[src/rtl/bp_pkg.sv]
// Shared branch-predictor constants: default widths, PC alignment,
// counter encodings and the entry field layout.
// No ports (package).
package bp_pkg;

    localparam int unsigned BP_ADDR_W  = 8;
    localparam int unsigned BP_ENTRIES = 16;
    localparam int unsigned BP_CTR_W   = 2;
    localparam int unsigned BP_STAT_W  = 16;

    // Instructions are word aligned: the low PC bits carry no information.
    localparam int unsigned PC_ALIGN_LSB = 2;

    localparam int unsigned BP_IDX_W = $clog2(BP_ENTRIES);
    localparam int unsigned BP_TAG_W = BP_ADDR_W - BP_IDX_W - PC_ALIGN_LSB;

    // Entry field layout (shown at the default widths).
    typedef struct packed {
        logic                  valid;
        logic [BP_TAG_W-1:0]   tag;
        logic [BP_CTR_W-1:0]   ctr;
        logic [BP_ADDR_W-1:0]  target;
    } bp_entry_t;

    // Weakly-taken: MSB set, all other bits clear.
    function automatic int unsigned weak_taken(input int unsigned ctr_w);
        return 32'(1) << (ctr_w - 1);
    endfunction

    // Weakly-not-taken: MSB clear, all other bits set.
    function automatic int unsigned weak_not_taken(input int unsigned ctr_w);
        return (32'(1) << (ctr_w - 1)) - 32'(1);
    endfunction

endpackage

[src/rtl/sat_counter.sv]
// Saturating up/down counter holding one entry's taken confidence.
// Ports: clk, rst_n (sync, active low), i_load/i_load_val (overwrite),
//        i_inc/i_dec (saturating step), o_taken (counter MSB).
module sat_counter #(
    parameter int unsigned      CTR_W   = 2,
    parameter logic [CTR_W-1:0] RST_VAL = '0
) (
    input  logic             clk,
    input  logic             rst_n,
    input  logic             i_load,
    input  logic [CTR_W-1:0] i_load_val,
    input  logic             i_inc,
    input  logic             i_dec,
    output logic             o_taken
);

    logic [CTR_W-1:0] r_cnt;

    // Load has priority; inc/dec stop at the rails.
    always_ff @(posedge clk) begin
        if (!rst_n) begin
            r_cnt <= RST_VAL;
        end else if (i_load) begin
            r_cnt <= i_load_val;
        end else if (i_inc) begin
            if (r_cnt != '1) r_cnt <= r_cnt + CTR_W'(1);
        end else if (i_dec) begin
            if (r_cnt != '0) r_cnt <= r_cnt - CTR_W'(1);
        end
    end

    assign o_taken = r_cnt[CTR_W-1];

endmodule

[src/rtl/branch_predictor.sv]
// Direct-mapped branch target buffer with per-entry saturating counters.
// Ports: clk, rst_n (sync, active low);
//        lookup  lkp_pc -> pred_hit / pred_taken / pred_target (combinational);
//        update  upd_valid, upd_pc, upd_taken, upd_target, upd_pred_taken;
//        clear   invalidates all entries;
//        stats   mispredict (registered pulse), mispredict_cnt (saturating).
module branch_predictor
    import bp_pkg::*;
#(
    parameter int unsigned ADDR_W  = BP_ADDR_W,
    parameter int unsigned ENTRIES = BP_ENTRIES,
    parameter int unsigned CTR_W   = BP_CTR_W,
    parameter int unsigned STAT_W  = BP_STAT_W
) (
    input  logic              clk,
    input  logic              rst_n,
    input  logic [ADDR_W-1:0] lkp_pc,
    output logic              pred_hit,
    output logic              pred_taken,
    output logic [ADDR_W-1:0] pred_target,
    input  logic              upd_valid,
    input  logic [ADDR_W-1:0] upd_pc,
    input  logic              upd_taken,
    input  logic [ADDR_W-1:0] upd_target,
    input  logic              upd_pred_taken,
    input  logic              clear,
    output logic              mispredict,
    output logic [STAT_W-1:0] mispredict_cnt
);

    localparam int unsigned IDX_W   = $clog2(ENTRIES);
    localparam int unsigned TAG_LSB = IDX_W + PC_ALIGN_LSB;
    localparam int unsigned TAG_W   = (ADDR_W > TAG_LSB) ? ADDR_W - TAG_LSB : 0;
    // An empty tag is stored as a constant zero bit so every valid entry hits.
    localparam int unsigned TAG_S   = (TAG_W > 0) ? TAG_W : 1;

    localparam logic [CTR_W-1:0] CTR_RST   = CTR_W'(weak_not_taken(CTR_W));
    localparam logic [CTR_W-1:0] CTR_ALLOC = CTR_W'(weak_taken(CTR_W));

    logic [ENTRIES-1:0] r_valid;
    logic [TAG_S-1:0]   r_tag    [ENTRIES];
    logic [ADDR_W-1:0]  r_target [ENTRIES];
    logic [ENTRIES-1:0] w_ctr_msb;
    logic               r_mispredict;
    logic [STAT_W-1:0]  r_mp_cnt;

    logic [IDX_W-1:0] w_lkp_idx, w_upd_idx;
    logic [TAG_S-1:0] w_lkp_tag, w_upd_tag;
    logic             w_lkp_hit, w_upd_hit;
    logic             w_mispred, w_write, w_alloc;
    logic             w_unused_pc_lsb;

    // Shifting past the top yields zero, which covers the empty-tag case.
    assign w_lkp_idx = IDX_W'(lkp_pc >> PC_ALIGN_LSB);
    assign w_upd_idx = IDX_W'(upd_pc >> PC_ALIGN_LSB);
    assign w_lkp_tag = TAG_S'(lkp_pc >> TAG_LSB);
    assign w_upd_tag = TAG_S'(upd_pc >> TAG_LSB);

    assign w_unused_pc_lsb = ^{lkp_pc[PC_ALIGN_LSB-1:0], upd_pc[PC_ALIGN_LSB-1:0]};

    assign w_lkp_hit = r_valid[w_lkp_idx] && (r_tag[w_lkp_idx] == w_lkp_tag);
    assign w_upd_hit = r_valid[w_upd_idx] && (r_tag[w_upd_idx] == w_upd_tag);

    // Zero-latency lookup against the pre-update table.
    always_comb begin
        pred_hit    = w_lkp_hit;
        pred_taken  = 1'b0;
        pred_target = '0;
        if (w_lkp_hit) begin
            pred_taken  = w_ctr_msb[w_lkp_idx];
            pred_target = r_target[w_lkp_idx];
        end
    end

    // Direction wrong, or taken/taken with a stale stored target.
    assign w_mispred = upd_valid &&
                       ((upd_pred_taken != upd_taken) ||
                        (upd_taken && upd_pred_taken && w_upd_hit &&
                         (r_target[w_upd_idx] != upd_target)));

    // clear suppresses every table write in its cycle.
    assign w_write = upd_valid && !clear;
    assign w_alloc = w_write && upd_taken && !w_upd_hit;

    for (genvar gi = 0; gi < ENTRIES; gi++) begin : g_ctr
        logic w_sel;
        assign w_sel = (w_upd_idx == IDX_W'(gi));

        sat_counter #(
            .CTR_W   (CTR_W),
            .RST_VAL (CTR_RST)
        ) u_ctr (
            .clk        (clk),
            .rst_n      (rst_n),
            .i_load     (w_alloc && w_sel),
            .i_load_val (CTR_ALLOC),
            .i_inc      (w_write && w_upd_hit && upd_taken && w_sel),
            .i_dec      (w_write && w_upd_hit && !upd_taken && w_sel),
            .o_taken    (w_ctr_msb[gi])
        );
    end

    // Valid/tag/target table; taken updates always refresh the target.
    always_ff @(posedge clk) begin
        if (!rst_n) begin
            r_valid <= '0;
            for (int i = 0; i < int'(ENTRIES); i++) begin
                r_tag[i]    <= '0;
                r_target[i] <= '0;
            end
        end else if (clear) begin
            r_valid <= '0;
        end else if (w_write && upd_taken) begin
            r_target[w_upd_idx] <= upd_target;
            if (!w_upd_hit) begin
                r_valid[w_upd_idx] <= 1'b1;
                r_tag[w_upd_idx]   <= w_upd_tag;
            end
        end
    end

    // Mispredict pulse and saturating statistics counter.
    always_ff @(posedge clk) begin
        if (!rst_n) begin
            r_mispredict <= 1'b0;
            r_mp_cnt     <= '0;
        end else begin
            r_mispredict <= w_mispred;
            if (w_mispred && (r_mp_cnt != '1)) r_mp_cnt <= r_mp_cnt + STAT_W'(1);
        end
    end

    assign mispredict     = r_mispredict;
    assign mispredict_cnt = r_mp_cnt;

endmodule

[config.mk]
export PLATFORM = sky130hd
export DESIGN_NAME = branch_predictor
export DESIGN_NICKNAME = d
export VERILOG_FILES = /design/src/rtl/bp_pkg.sv /design/src/rtl/sat_counter.sv /design/src/rtl/branch_predictor.sv
export SDC_FILE = /design/constraint.sdc
export NUM_CORES = 1
export LEC_CHECK = 0
export BUFFER_PORTS_ARGS = -buffer_cell sky130_fd_sc_hd__buf_2
export CAP_MARGIN = 20
export CORE_ASPECT_RATIO = 1.2
export CORE_MARGIN = 2
export CORE_UTILIZATION = 64
export CTS_BUF_LIST = sky130_fd_sc_hd__clkbuf_8
export DETAILED_ROUTE_END_ITERATION = 10
export PLACE_DENSITY = 0.83
export SYNTH_ARGS = -nofsm -noshare
export SYNTH_HDL_FRONTEND = slang
export SYNTH_SLANG_ARGS = --single-unit
[constraint.sdc]
create_clock -name clk -period 4.7 [get_ports clk]
set_clock_uncertainty 0.15 [all_clocks]
set_input_delay 0.94 -clock clk [delete_from_list [all_inputs] [get_ports clk]]
set_output_delay 0.94 -clock clk [all_outputs]
set_load 0.02 [all_outputs]
==> run metrics <==
status complete, no violations; die area 20,400 sq um; Critical Setup Path Class input pin to primary output; I/O pins 57; maximum clock insertion buffer count 3; final hold violations 0; Post-DP HPWL 21,400 um; initial antenna violation count 1; Max IR drop VDD 0.000248 V; row cnt 55; TritonCTS clock tree done; highest clock rate 0.234 GHz; starting DRC count in detailed routing 1,144; clock-pin transition on the worst setup and hold timing paths 60 ps; power consumption 4.47 mW; total grt overflow 0; CP Launch Type input pin; Post-synth EDFFs 160; post-CTS resize count 0; Mapped Cells 1,023; Design Area, Final 13,600 sq um; Slew Limit Fails 0; Util after Layout 72.3%; Die Y 156 um; worst slew pin tran 990 ps; leak pwr 4.77 nW; cts bufs inserted 38; Core Area 18,900 sq um; RSZ-0062 raised after global routing false; Worst R2R Setup Slack 1500 ps; GRT Util Overall 32.4%; maxcap violations 0; drt drc 0; syn avg cell area 12.0 sq um; sequential area share after synthesis 49.6%; Slew HR 33.8%; crit end category primary output; Pre-antenna DRT Iters 6; largest net degree at the start of global routing 61; vias per inst 6.65; routability cong. 0.904; maximum fanout along the worst path 16; Detailed Route WL 31,600 um; post-synth cell types 59; clock sink count 225; power density cells 328 nW/um^2; crit share post-route 90.8%; area delta synth->final 10.7%; WL per Instance 23.1 um; Post-synth ARST share 0%; synthesized cell area 12,300 sq um; Die W 131 um; Seq cells post-synth 225; vias after detailed routing 9,097; H-tree levels 2; Layout Nets 1,113; worst-skew pair later-pin latency 540 ps; yosys warns 0; Fin Setup TNS 0 ps; CTS Hold Bufs 0; postcts setup bufs 0; Req. time, crit path 3610 ps; HP Class flop to flop; initial core utilization 65.3%; min cycle time layout 4270 ps; Synthesized Nets 1,055; clock root buffer clkbuf_8; layout cells sized above 1 22.3%; Worst EP arrival 3180 ps; hold_ws 317 ps; Post-DP Area 12,900 sq um; global-route wire length before repair 48,800 um; ANT nets after route 0; prevailing post-synth register cell edfxtp_1; vias in the first global route 8,885; Final setup viols 0; PortBufs 52
[where the power goes]
group          switching (mW)  internal, mW
clock                   0.794         0.900
combinational           0.278         0.235
sequential             0.0554          2.21
total                    1.13          3.34
[layer usage]
| metal | GRT usage [%] | vias up | wire length [um] | part of all wire [%] |
|---|---|---|---|---|
| met5 | 0 | - | 0 | 0 |
| met4 | 19.7 | 0 | 1890 | 6.0 |
| met3 | 6.34 | 106 | 3140 | 9.9 |
| met2 | 51.6 | 588 | 15500 | 49 |
| met1 | 41.2 | 4418 | 11100 | 35 |
| li1 | - | 3985 | - | - |
[placed cells by master, fill, tap and decap left out, types with 4 or more instances in the layout]
master	synthesis	routed
a21o_1	10	10
a21oi_1	42	42
a221oi_1	7	7
a31oi_1	16	16
and2_1	130	130
buf_2	9	50
buf_4	2	43
clkbuf_8	0	40
clkinv_1	1	10
dfxtp_1	65	65
edfxtp_1	160	160
inv_1	15	28
mux2_2	8	8
mux2i_1	23	23
mux4_1	5	5
mux4_2	93	93
nand2_1	56	56
nand2b_1	15	15
nand3_1	26	26
nand3b_1	4	4
nor2_1	98	98
nor2b_1	15	15
nor3_1	8	8
nor4_1	13	13
o21ai_0	51	51
o21ai_1	7	7
o22ai_1	7	7
o31ai_1	6	6
or3_1	5	5
or4_1	8	8
xnor2_1	14	14
xor2_1	4	4
[synthesized netlist by cell type (2+ instances only)]
library cell / instances / share of area (%)
edfxtp_1: 160 / 39
and2_1: 130 / 6.6
nor2_1: 98 / 3.0
mux4_2: 93 / 17
dfxtp_1: 65 / 11
nand2_1: 56 / 1.7
clkbuf_1: 54 / 1.6
o21ai_0: 51 / 2.1
a21oi_1: 42 / 1.7
nand3_1: 26 / 1.1
mux2i_1: 23 / 1.9
a31oi_1: 16 / 0.81
inv_1: 15 / 0.46
nand2b_1: 15 / 0.76
nor2b_1: 15 / 0.76
xnor2_1: 14 / 1.0
nor4_1: 13 / 0.66
a21o_1: 10 / 0.61
buf_2: 9 / 0.37
buf_1: 8 / 0.24
mux2_2: 8 / 0.73
nor3_1: 8 / 0.33
or4_1: 8 / 0.49
a221oi_1: 7 / 0.50
o21ai_1: 7 / 0.28
o22ai_1: 7 / 0.36
o31ai_1: 6 / 0.37
mux4_1: 5 / 1.1
or3_1: 5 / 0.25
buf_6: 4 / 0.37
nand3b_1: 4 / 0.24
xor2_1: 4 / 0.28
a221o_1: 3 / 0.24
a22o_1: 3 / 0.21
a32o_1: 2 / 0.16
and3_1: 2 / 0.10
and4_1: 2 / 0.14
buf_4: 2 / 0.12
ha_1: 2 / 0.20
o211ai_1: 2 / 0.12
[cell families after synthesis]
kind of cell               share of synthesized area (%)
and+or+nand+nor                                     16.5
DFF                                                 49.6
buffers and inverters                               3.39
AOI/OAI and AO/OA                                   8.36
muxes                                               20.7
adders and majority gates                          0.203
xor gates and xnor gates                            1.28
[layout make-up]
cell class | instances | area (sq um)
Antenna cell | 1 | 2.50
Clock buffer | 40 | 551
Clock inverter | 29 | 174
Fill cell | 1271 | 5220
Inverter | 16 | 60.1
Multi-Input combinational cell | 704 | 5790
Sequential cell | 225 | 6110
Tap cell | 256 | 320
Timing Repair Buffer | 96 | 633
[final timing paths]
kind	end	from	cells after the start
worst max-delay path	pred_target[1]	lkp_pc[2]	8
worst min-delay path	r_valid[10]	r_valid[10]	2
worst max register to register	mispredict_cnt[10]	r_tag[5][0]	9
worst min register to register	r_valid[10]	r_valid[10]	2
[worst max-delay path, stage by stage]
cell and delay, ps:
buf_4 300, mux4_2 620, mux4_2 480, xnor2_1 180, nand3_1 90, buf_4 210
nor2b_1 160, buf_2 180
[metrics by stage]
step	cells	worst slack [ps]
global route	1367	288
detailed placement	1297	436
finish	1367	434
floorplan	1023	345
global placement	1297	519
CTS	1366	443
[flip-flops by register name, indices dropped and copies added (netlist names)]
register           count
r_tag                 32
g_ctr.u_ctr.r_cnt     32
mispredict             1
mispredict_cnt        16
r_valid               16
r_target             128
No activity file was read; power rests on OpenSTA's default activity.
